### config.mk
export PLATFORM = sky130hd
export DESIGN_NAME = sa_array_sequencer
export DESIGN_NICKNAME = d
export VERILOG_FILES = /design/src/rtl/sa_array_sequencer.sv
export SDC_FILE = /design/constraint.sdc
export NUM_CORES = 1
export LEC_CHECK = 0
export CORE_AREA = 2 2 427 429
export CTS_CLUSTER_SIZE = 14
export DETAILED_ROUTE_END_ITERATION = 7
export DIE_AREA = 0 0 429 431
export PLACE_DENSITY = 0.3
export SYNTH_ARGS = -nofsm -noshare
export SYNTH_HDL_FRONTEND = slang
export SYNTH_SLANG_ARGS = --single-unit
export TNS_END_PERCENT = 20
### constraint.sdc
create_clock -name clk -period 22.8 [get_ports clk]
set_clock_uncertainty 0.2 [all_clocks]
set_input_delay 2.28 -clock clk [delete_from_list [all_inputs] [get_ports clk]]
set_output_delay 2.28 -clock clk [all_outputs]
set_load 0.02 [all_outputs]
### src/rtl/sa_array_sequencer.sv
// Control sequencer for the output-stationary transposed-convolution systolic array:
// one tile runs as clear, skewed compute wavefront, row-by-row eject, then a done pulse.
module sa_array_sequencer #(
  parameter  int DIMENSION = 16,
  parameter  int CW        = 10,
  localparam int PES       = DIMENSION * DIMENSION,
  localparam int RW        = $clog2(DIMENSION)
) (
  input  logic             clk,
  input  logic             rst,
  input  logic             start,
  input  logic [CW-1:0]    num_steps,
  input  logic [DIMENSION-1:0] sel_cfg,
  input  logic             in_valid,
  input  logic             out_ready,
  output logic [PES-1:0]   en_in,
  output logic [PES-1:0]   en_psum,
  output logic [PES-1:0]   en_out,
  output logic [PES-1:0]   clear_psum,
  output logic [DIMENSION-1:0] ifmaps_sel,
  output logic [DIMENSION-1:0] output_eject_ctrl,
  output logic             in_ready,
  output logic             out_valid,
  output logic [RW-1:0]    out_row_idx,
  output logic             busy,
  output logic             done
);

  localparam int CW1 = CW + 1;

  typedef enum logic [2:0] {
    S_IDLE,
    S_CLEAR,
    S_COMPUTE,
    S_EJECT,
    S_DONE
  } state_t;

  state_t               state;
  state_t               state_n;
  logic [CW-1:0]        num_q;
  logic [DIMENSION-1:0] sel_q;
  logic [CW-1:0]        step_cnt;
  logic [RW-1:0]        beat_cnt;
  logic [CW-1:0]        last_step;
  logic [PES-1:0]       wave;

  // The last accepted step is the one where the far corner PE finishes its window.
  assign last_step = num_q + CW'(2 * (DIMENSION - 1) - 1);

  always_ff @(posedge clk or posedge rst) begin
    if (rst) begin
      state <= S_IDLE;
    end else begin
      state <= state_n;
    end
  end

  always_ff @(posedge clk or posedge rst) begin
    if (rst) begin
      num_q    <= '0;
      sel_q    <= '0;
      step_cnt <= '0;
      beat_cnt <= '0;
    end else begin
      case (state)
        S_IDLE: begin
          if (start) begin
            num_q    <= num_steps;
            sel_q    <= sel_cfg;
            step_cnt <= '0;
            beat_cnt <= '0;
          end
        end
        S_COMPUTE: if (in_valid) step_cnt <= step_cnt + CW'(1);
        S_EJECT:   if (out_ready) beat_cnt <= beat_cnt + RW'(1);
        default: ;
      endcase
    end
  end

  always_comb begin
    state_n = state;
    case (state)
      S_IDLE:    if (start) state_n = S_CLEAR;
      S_CLEAR:   state_n = (num_q != '0) ? S_COMPUTE : S_EJECT;
      S_COMPUTE: if (in_valid && step_cnt == last_step) state_n = S_EJECT;
      S_EJECT:   if (out_ready && beat_cnt == RW'(DIMENSION - 1)) state_n = S_DONE;
      S_DONE:    state_n = S_IDLE;
      default:   state_n = S_IDLE;
    endcase
  end

  // PE(i,j) is inside its MAC window while i+j <= step < i+j+num_steps.
  always_comb begin
    logic [CW:0] lo;
    lo   = '0;
    wave = '0;
    for (int i = 0; i < DIMENSION; i++) begin
      for (int j = 0; j < DIMENSION; j++) begin
        lo = CW1'(i + j);
        wave[i*DIMENSION+j] = ({1'b0, step_cnt} >= lo) &&
                              ({1'b0, step_cnt} < lo + {1'b0, num_q});
      end
    end
  end

  always_comb begin
    en_in             = '0;
    en_psum           = '0;
    en_out            = '0;
    clear_psum        = '0;
    ifmaps_sel        = '0;
    output_eject_ctrl = '0;
    in_ready          = 1'b0;
    out_valid         = 1'b0;
    out_row_idx       = '0;
    busy              = (state != S_IDLE);
    done              = 1'b0;
    case (state)
      S_CLEAR: clear_psum = '1;
      S_COMPUTE: begin
        in_ready   = 1'b1;
        ifmaps_sel = sel_q;
        if (in_valid) begin
          en_in   = wave;
          en_psum = wave;
        end
      end
      S_EJECT: begin
        output_eject_ctrl = '1;
        out_valid         = 1'b1;
        out_row_idx       = beat_cnt;
        if (out_ready) en_out = '1;
      end
      S_DONE: done = 1'b1;
      default: ;
    endcase
  end

endmodule

== After elaboration in Yosys (flattened, before gate mapping) ==
Index checks and enable logic that the tools add are counted.

* Register bits after elaboration: 43
* Input port bits: 31
* Output and inout bits: 1064
* Logic and storage cells: 173

* Reduce and logical (&&, ||, !) cells: 41
* $add $sub $neg: 33
* Mux-type cells: 22
* Equality and inequality tests: 11
* Order comparisons: 61

{| class="wikitable"
|+ Operators by type and width
! kind !! count
|-
| 256-bit 2-to-1 mux || 5
|-
| 10-bit by 11-bit less-than comparator with 1-bit output || 30
|-
| 5-bit by 10-bit adder with 11-bit output, first input constant || 15
|-
| 10-bit by 5-bit >= comparator with 1-bit output, second input constant || 15
|-
| 4-bit by 10-bit adder with 11-bit output, first input constant || 8
|-
| 10-bit by 4-bit >= comparator with 1-bit output, second input constant || 8
|-
| 3-bit by 10-bit adder with 11-bit output, first input constant || 4
|-
| 10-bit by 3-bit >= comparator with 1-bit output, second input constant || 4
|-
| 1-bit logical AND || 32
|-
| 16-bit 2-to-1 mux || 2
|-
| 2-bit by 10-bit adder with 11-bit output, first input constant || 2
|-
| 10-bit by 2-bit >= comparator with 1-bit output, second input constant || 2
|-
| 10-bit 2-to-1 mux || 2
|-
| 10-bit case mux with 2 select lines || 1
|-
| 4-bit 2-to-1 mux || 3
|-
| 3-bit case mux with 4 select lines || 1
|-
| 1-bit by 10-bit adder with 11-bit output, first input constant || 1
|-
| 10-bit by 1-bit adder with 10-bit output, second input constant || 1
|-
| 10-bit by 5-bit adder with 10-bit output, second input constant || 1
|-
| 10-bit == test || 1
|-
| 10-bit by 1-bit >= comparator with 1-bit output, second input constant || 1
|-
| 10-bit less-than comparator || 1
|-
| 2-bit inequality test, second input constant || 5
|-
| 10-bit nonzero test || 1
|-
| other kinds (13) || 22
|}

== Longest topological paths before layout ==
* Word-level depth: 5
* Gate-level depth with buffers: 15
* Depth with buffers taken out: 12

== Least setup slack after synthesis ==
No wires, ideal clock.

* Path kind: reg-to-output
* Start: register state[0]
* End: output port clear_psum[100]
* Setup slack: 4.258 ns
* Cell stages (with the launch flop): 4
* Data required time: 20.320 ns
* Path buffers: 2
* Data arrival time: 16.062 ns
* Path through: dfrtp_1 -> buf_2 -> nor3b_1 -> buf_4

* Word-level cells in the longest chain between the ends: 2

{| class="wikitable"
|+ RTL lines
! element !! RTL line !! source
|-
| start, declared || 39 || <nowiki>state_t state;</nowiki>
|-
| start signal, assigned || 55 || <nowiki>state <= state_n;</nowiki>
|-
| 3-bit by 1-bit == test with 1-bit output || 120 || <nowiki>case (state)</nowiki>
|-
| 256-bit 2-to-1 mux || 120 ||
|-
| end, declared || 19 || <nowiki>output logic [PES-1:0] clear_psum,</nowiki>
|}

Every way passes these cells.

== Worst setup path after layout ==
* Start: register num_q[4]
* End: output port en_in[169]

* Word-level cells in the longest chain between the ends: 5

{| class="wikitable"
|+ RTL lines
! element !! RTL line !! source
|-
| start, declared || 41 || <nowiki>logic [CW-1:0] num_q;</nowiki>
|-
| start signal, assigned || 69 || <nowiki>num_q <= num_steps;</nowiki>
|-
| 5-bit by 10-bit adder with 11-bit output || 103 || <nowiki>({1'b0, step_cnt} < lo + {1'b0, num_q});</nowiki>
|-
| 10-bit by 11-bit less-than comparator with 1-bit output || 103 ||
|-
| 1-bit logical AND || 102 || <nowiki>wave[i*DIMENSION+j] = ({1'b0, step_cnt} >= lo) &&</nowiki>
|-
| 256-bit 2-to-1 mux || 125 || <nowiki>if (in_valid) begin</nowiki>
|-
| 256-bit 2-to-1 mux || 120 ||
|-
| end, declared || 16 || <nowiki>output logic [PES-1:0] en_in,</nowiki>
|}

Every way passes these cells.

==> summary.md <==
| Metric | Value |
|---|---|
| Status | finished clean |
| Cell leakage power | between 0.009 and 0.01 uW |
| CP required | a little over 20,000 ps |
| Setup Total Neg Slack | 0 ps |
| Total clock sinks | 43 |
| Largest net degree at the start of global routing | around 110 |
| Die area | approximately 180,000 um^2 |
| Total congestion overflow | 0 |
| Area Overhead vs Synth | 37.7% |
| Cells after synthesis | about 2,400 |
| Hold EP | sel_q[4]$_DFFE_PP0P_ |
| Final Non-Filler Cells | ~4,800 |
| Clock transition at path regs | around 80 ps |
| Nets | approximately 2,700 |
| DRC errors left | 0 |
| Vias | 14,600 |
| Core area | 180,000 um^2 |
| Worst-Margin Slew | 1200 ps |
| Max VDD drop | between 0.00004 and 0.00005 V |
| Tcrit/Tclk final | approximately 37% |
| Proportion of layout cells with a drive suffix above 1 | roughly 4.6% |
| Initial core utilization | approximately 10% |
| Hold path cells | 2 |
| Top FF cell, synth | dfrtp_1 |
| Die Wd | 429 um |
| Site Rows | 156 |
| Crit path max fanout | 24 |
| Netlist Area Pre-Place | 17,900 um^2 |
| CP Launch Point | num_q[4]$_DFFE_PP0P_ |
| Max-slew violation count | 0 |
| GRT Util Overall | 8.10% |
| Maxcap violations | 0 |
| # diodes | 0 |
| Post-CTS sizing | 0 |
| Initial antenna violation count | 5 |
| Min-delay src | sel_q[4]$_DFFE_PP0P_ |
| Clk Tree Root Cell | clkbuf_16 |
| Cell Chain, Critical Path | buf_4 > inv_1 > ha_1 > a21oi_1 > nor2_1 > xnor2_1 > ha_1 > or4_1 > o2111ai_1 > o21ai_0 > a221oi_4 > clkdlybuf4s50_1 |
| Fmax achieved | 0.118 GHz |
| CP max stage cell | inv_1 |
| Crit-path max cell delay | 910 ps |
| Delay-heaviest family, CP | buffers and inverters |
| PwrDens | 129 nW/um^2 |
| Inserted Clock Buffers | 5 |
| Synth Register Bits | 43 |
| Worst Setup Start Kind | register |
| Fin crit period | about 8400 ps |
| Fin area | 24,700 um^2 |
| Vias/cell | 3.03 |
| Yosys warning total | 0 |
| Post-CTS Setup Repair Bufs | 0 |
| Crit path buffers/inverters | 3 |
| Arr. time, crit path | 5960 ps |
| Port bufs | 1,094 |
| Max Root-Sink Buffers | 2 |
| Number of global-route vias before repair | 14,600 |
| Placed cells | around 4,800 |
| Max-slew headroom at the worst pin | 20.2% |
| Detail Placement HPWL | between 50 and 60 mm |
| RSZ-0062 raised after global routing | no |
| Final wirelength | 80.8 mm |
| Iter 0 DRT Violations | 642 |
| Clock insertion delay at the later pin of the skew report | 320 ps |
| Crit-path most repeated cell | ha_1 |
| Post-synth EDFFs | 0 |
| Asr flop ratio synth | 100% |
| Mapped Nets | ~2,600 |
| Synth cell types | 72 |
| Antenna viol nets, final | 0 |
| FF-to-FF path depth | 11 |
| Final setup viols | 0 |
| R2r endpoint | state[0]$_DFFE_PP0P_ |
| Crit path kind | reg -> out |
| Final GP Congestion | 0.759 |
| Sequential fraction of the synthesis area | under 10% |
| CTS Hold Buffers Added | 0 |
| IO Pins | between 1,000 and 1,500 |
| Synth Area per Inst | between 7 and 8 um^2 |
| DR pass1 iterations | 5 |
| CTS tree | yes |
| R2R Path Start | num_q[4]$_DFFE_PP0P_ |
| Hold Path Class | reg -> reg |
| First-pass GRT wire length | 111 mm |
| Die height | 431 um |
| Worst R2R Setup Slack | around 18,000 ps |
| H-tree depth | 2 |
| Dpl cell area | 24,500 um^2 |
| WL per Instance | 16.8 um |
| Crit end category | output port |
| Final Hold Viols | 0 |
layer usage:
metal  wire length [um]  global-route usage (%)  up-vias
met3               2700                   0.491       34
met4                777                    1.32        0
met5                  0                       0        -
li1                   -                       -     6978
met2              44200                    16.1      592
met1              33100                    9.46     6984
sequential cells by signal, indices dropped and copies added (netlist names):
signal	count
sel_q	16
beat_cnt	4
state	3
step_cnt	10
num_q	10
metrics by stage:
stage	setup slack (ps)	total power [uW]	util, %	hold WS [ps]
final	14360	3190	13.7	270
after global routing	13990	3460	13.7	291
after CTS	14150	3240	13.7	279
after detailed placement	14430	3140	13.6	258
after global placement	14540	3170	13.6	253
after floorplan	4260	2450	-	237
synth_stat cells, types with 4 or more instances:
| cell | count | share of area [%] |
|---|---|---|
| inv_1 | 56 | 1.2 |
| inv_2 | 4 | 0.084 |
| xor2_1 | 8 | 0.39 |
| nand2b_1 | 13 | 0.45 |
| nand2_1 | 143 | 3.0 |
| o21a_1 | 8 | 0.34 |
| nor2b_1 | 9 | 0.31 |
| and3_1 | 6 | 0.21 |
| buf_2 | 32 | 0.89 |
| xnor2_1 | 171 | 8.4 |
| o21bai_1 | 4 | 0.17 |
| o211ai_1 | 14 | 0.59 |
| nor4_1 | 4 | 0.14 |
| a2111o_1 | 5 | 0.31 |
| a211oi_1 | 13 | 0.54 |
| dfrtp_1 | 43 | 6.0 |
| a31oi_1 | 19 | 0.66 |
| clkbuf_1 | 36 | 0.75 |
| and2_1 | 26 | 0.91 |
| nor3_1 | 13 | 0.36 |
| o31ai_1 | 8 | 0.34 |
| o22ai_1 | 8 | 0.28 |
| nor2_1 | 112 | 2.3 |
| nand3_1 | 36 | 1.0 |
| o2111ai_1 | 6 | 0.29 |
| a21o_1 | 36 | 1.5 |
| buf_4 | 1007 | 42 |
| o21ai_0 | 71 | 2.0 |
| a2111oi_0 | 5 | 0.24 |
| a21oi_1 | 112 | 3.1 |
| ha_1 | 244 | 17 |
| a221oi_1 | 13 | 0.64 |
| nand4_1 | 14 | 0.49 |
| nor3b_1 | 4 | 0.17 |
where the power goes:
part	internal (uW)	total [uW]	leakage, uW	switching, uW
Sequential	105	144	0.000524	39.1
Clock	40.9	84.6	0.0000669	43.7
Combinational	1200	2970	0.00865	1770
Total	1340	3190	0.00924	1850
cell type report:
| cell class | count | area, um^2 |
|---|---|---|
| well taps | 2370 | 2970 |
| flip-flops and latches | 43 | 1080 |
| repair buffers | 1148 | 11400 |
| multi-input cells | 1177 | 8910 |
| inverters | 61 | 229 |
| clock buffers | 6 | 129 |
| clock inverters | 2 | 12.5 |
| fillers | 20600 | 155000 |
tightest hold or removal path, stage by stage (launching register included):
cell and delay (ps):
dfrtp_1 340, nand2_1 50, nand2_1 60
worst max-delay path by stage:
stage / endpoint / slack, ps / cells after the start
5_1_grt: en_psum[244] / 13990 / 12
3_5_place_dp: en_out[37] / 14430 / 5
2_1_floorplan: clear_psum[100] / 4260 / 3
4_1_cts: en_psum[154] / 14150 / 12
6_report: en_in[169] / 14360 / 12
3_3_place_gp: en_out[225] / 14540 / 5
kinds of logic (layout without fill, tap and decap cells):
kind of cell    Yosys count  after routing  synth area share (%)
compound gates          351            351                  12.4
xor+xnor                179            179                  8.75
fa+ha+maj               244            244                  17.0
buf+inv                1141           1217                  45.2
flops                    43             43                  6.00
mux                       1              1                0.0628
simple gates            402            402                  10.5
cells in the final DEF, fill, tap and decap left out, drive strengths merged, types with 6 or more instances in the layout:
cell / count
a21o: 36
ha: 244
o31ai: 8
nor2b: 9
nor2: 113
nor3: 16
and2: 26
and3: 7
inv: 59
xor2: 8
a221oi: 13
o22ai: 8
nand2: 143
o211ai: 14
nand3: 36
a31oi: 19
xnor2: 171
o21ai: 75
a211oi: 14
buf: 54
nand4: 14
clkbuf: 6
o21a: 8
nand2b: 13
dfrtp: 43
o2111ai: 6
a21oi: 112
clkdlybuf4s50: 1094
Power figures use the tool's default switching activity.
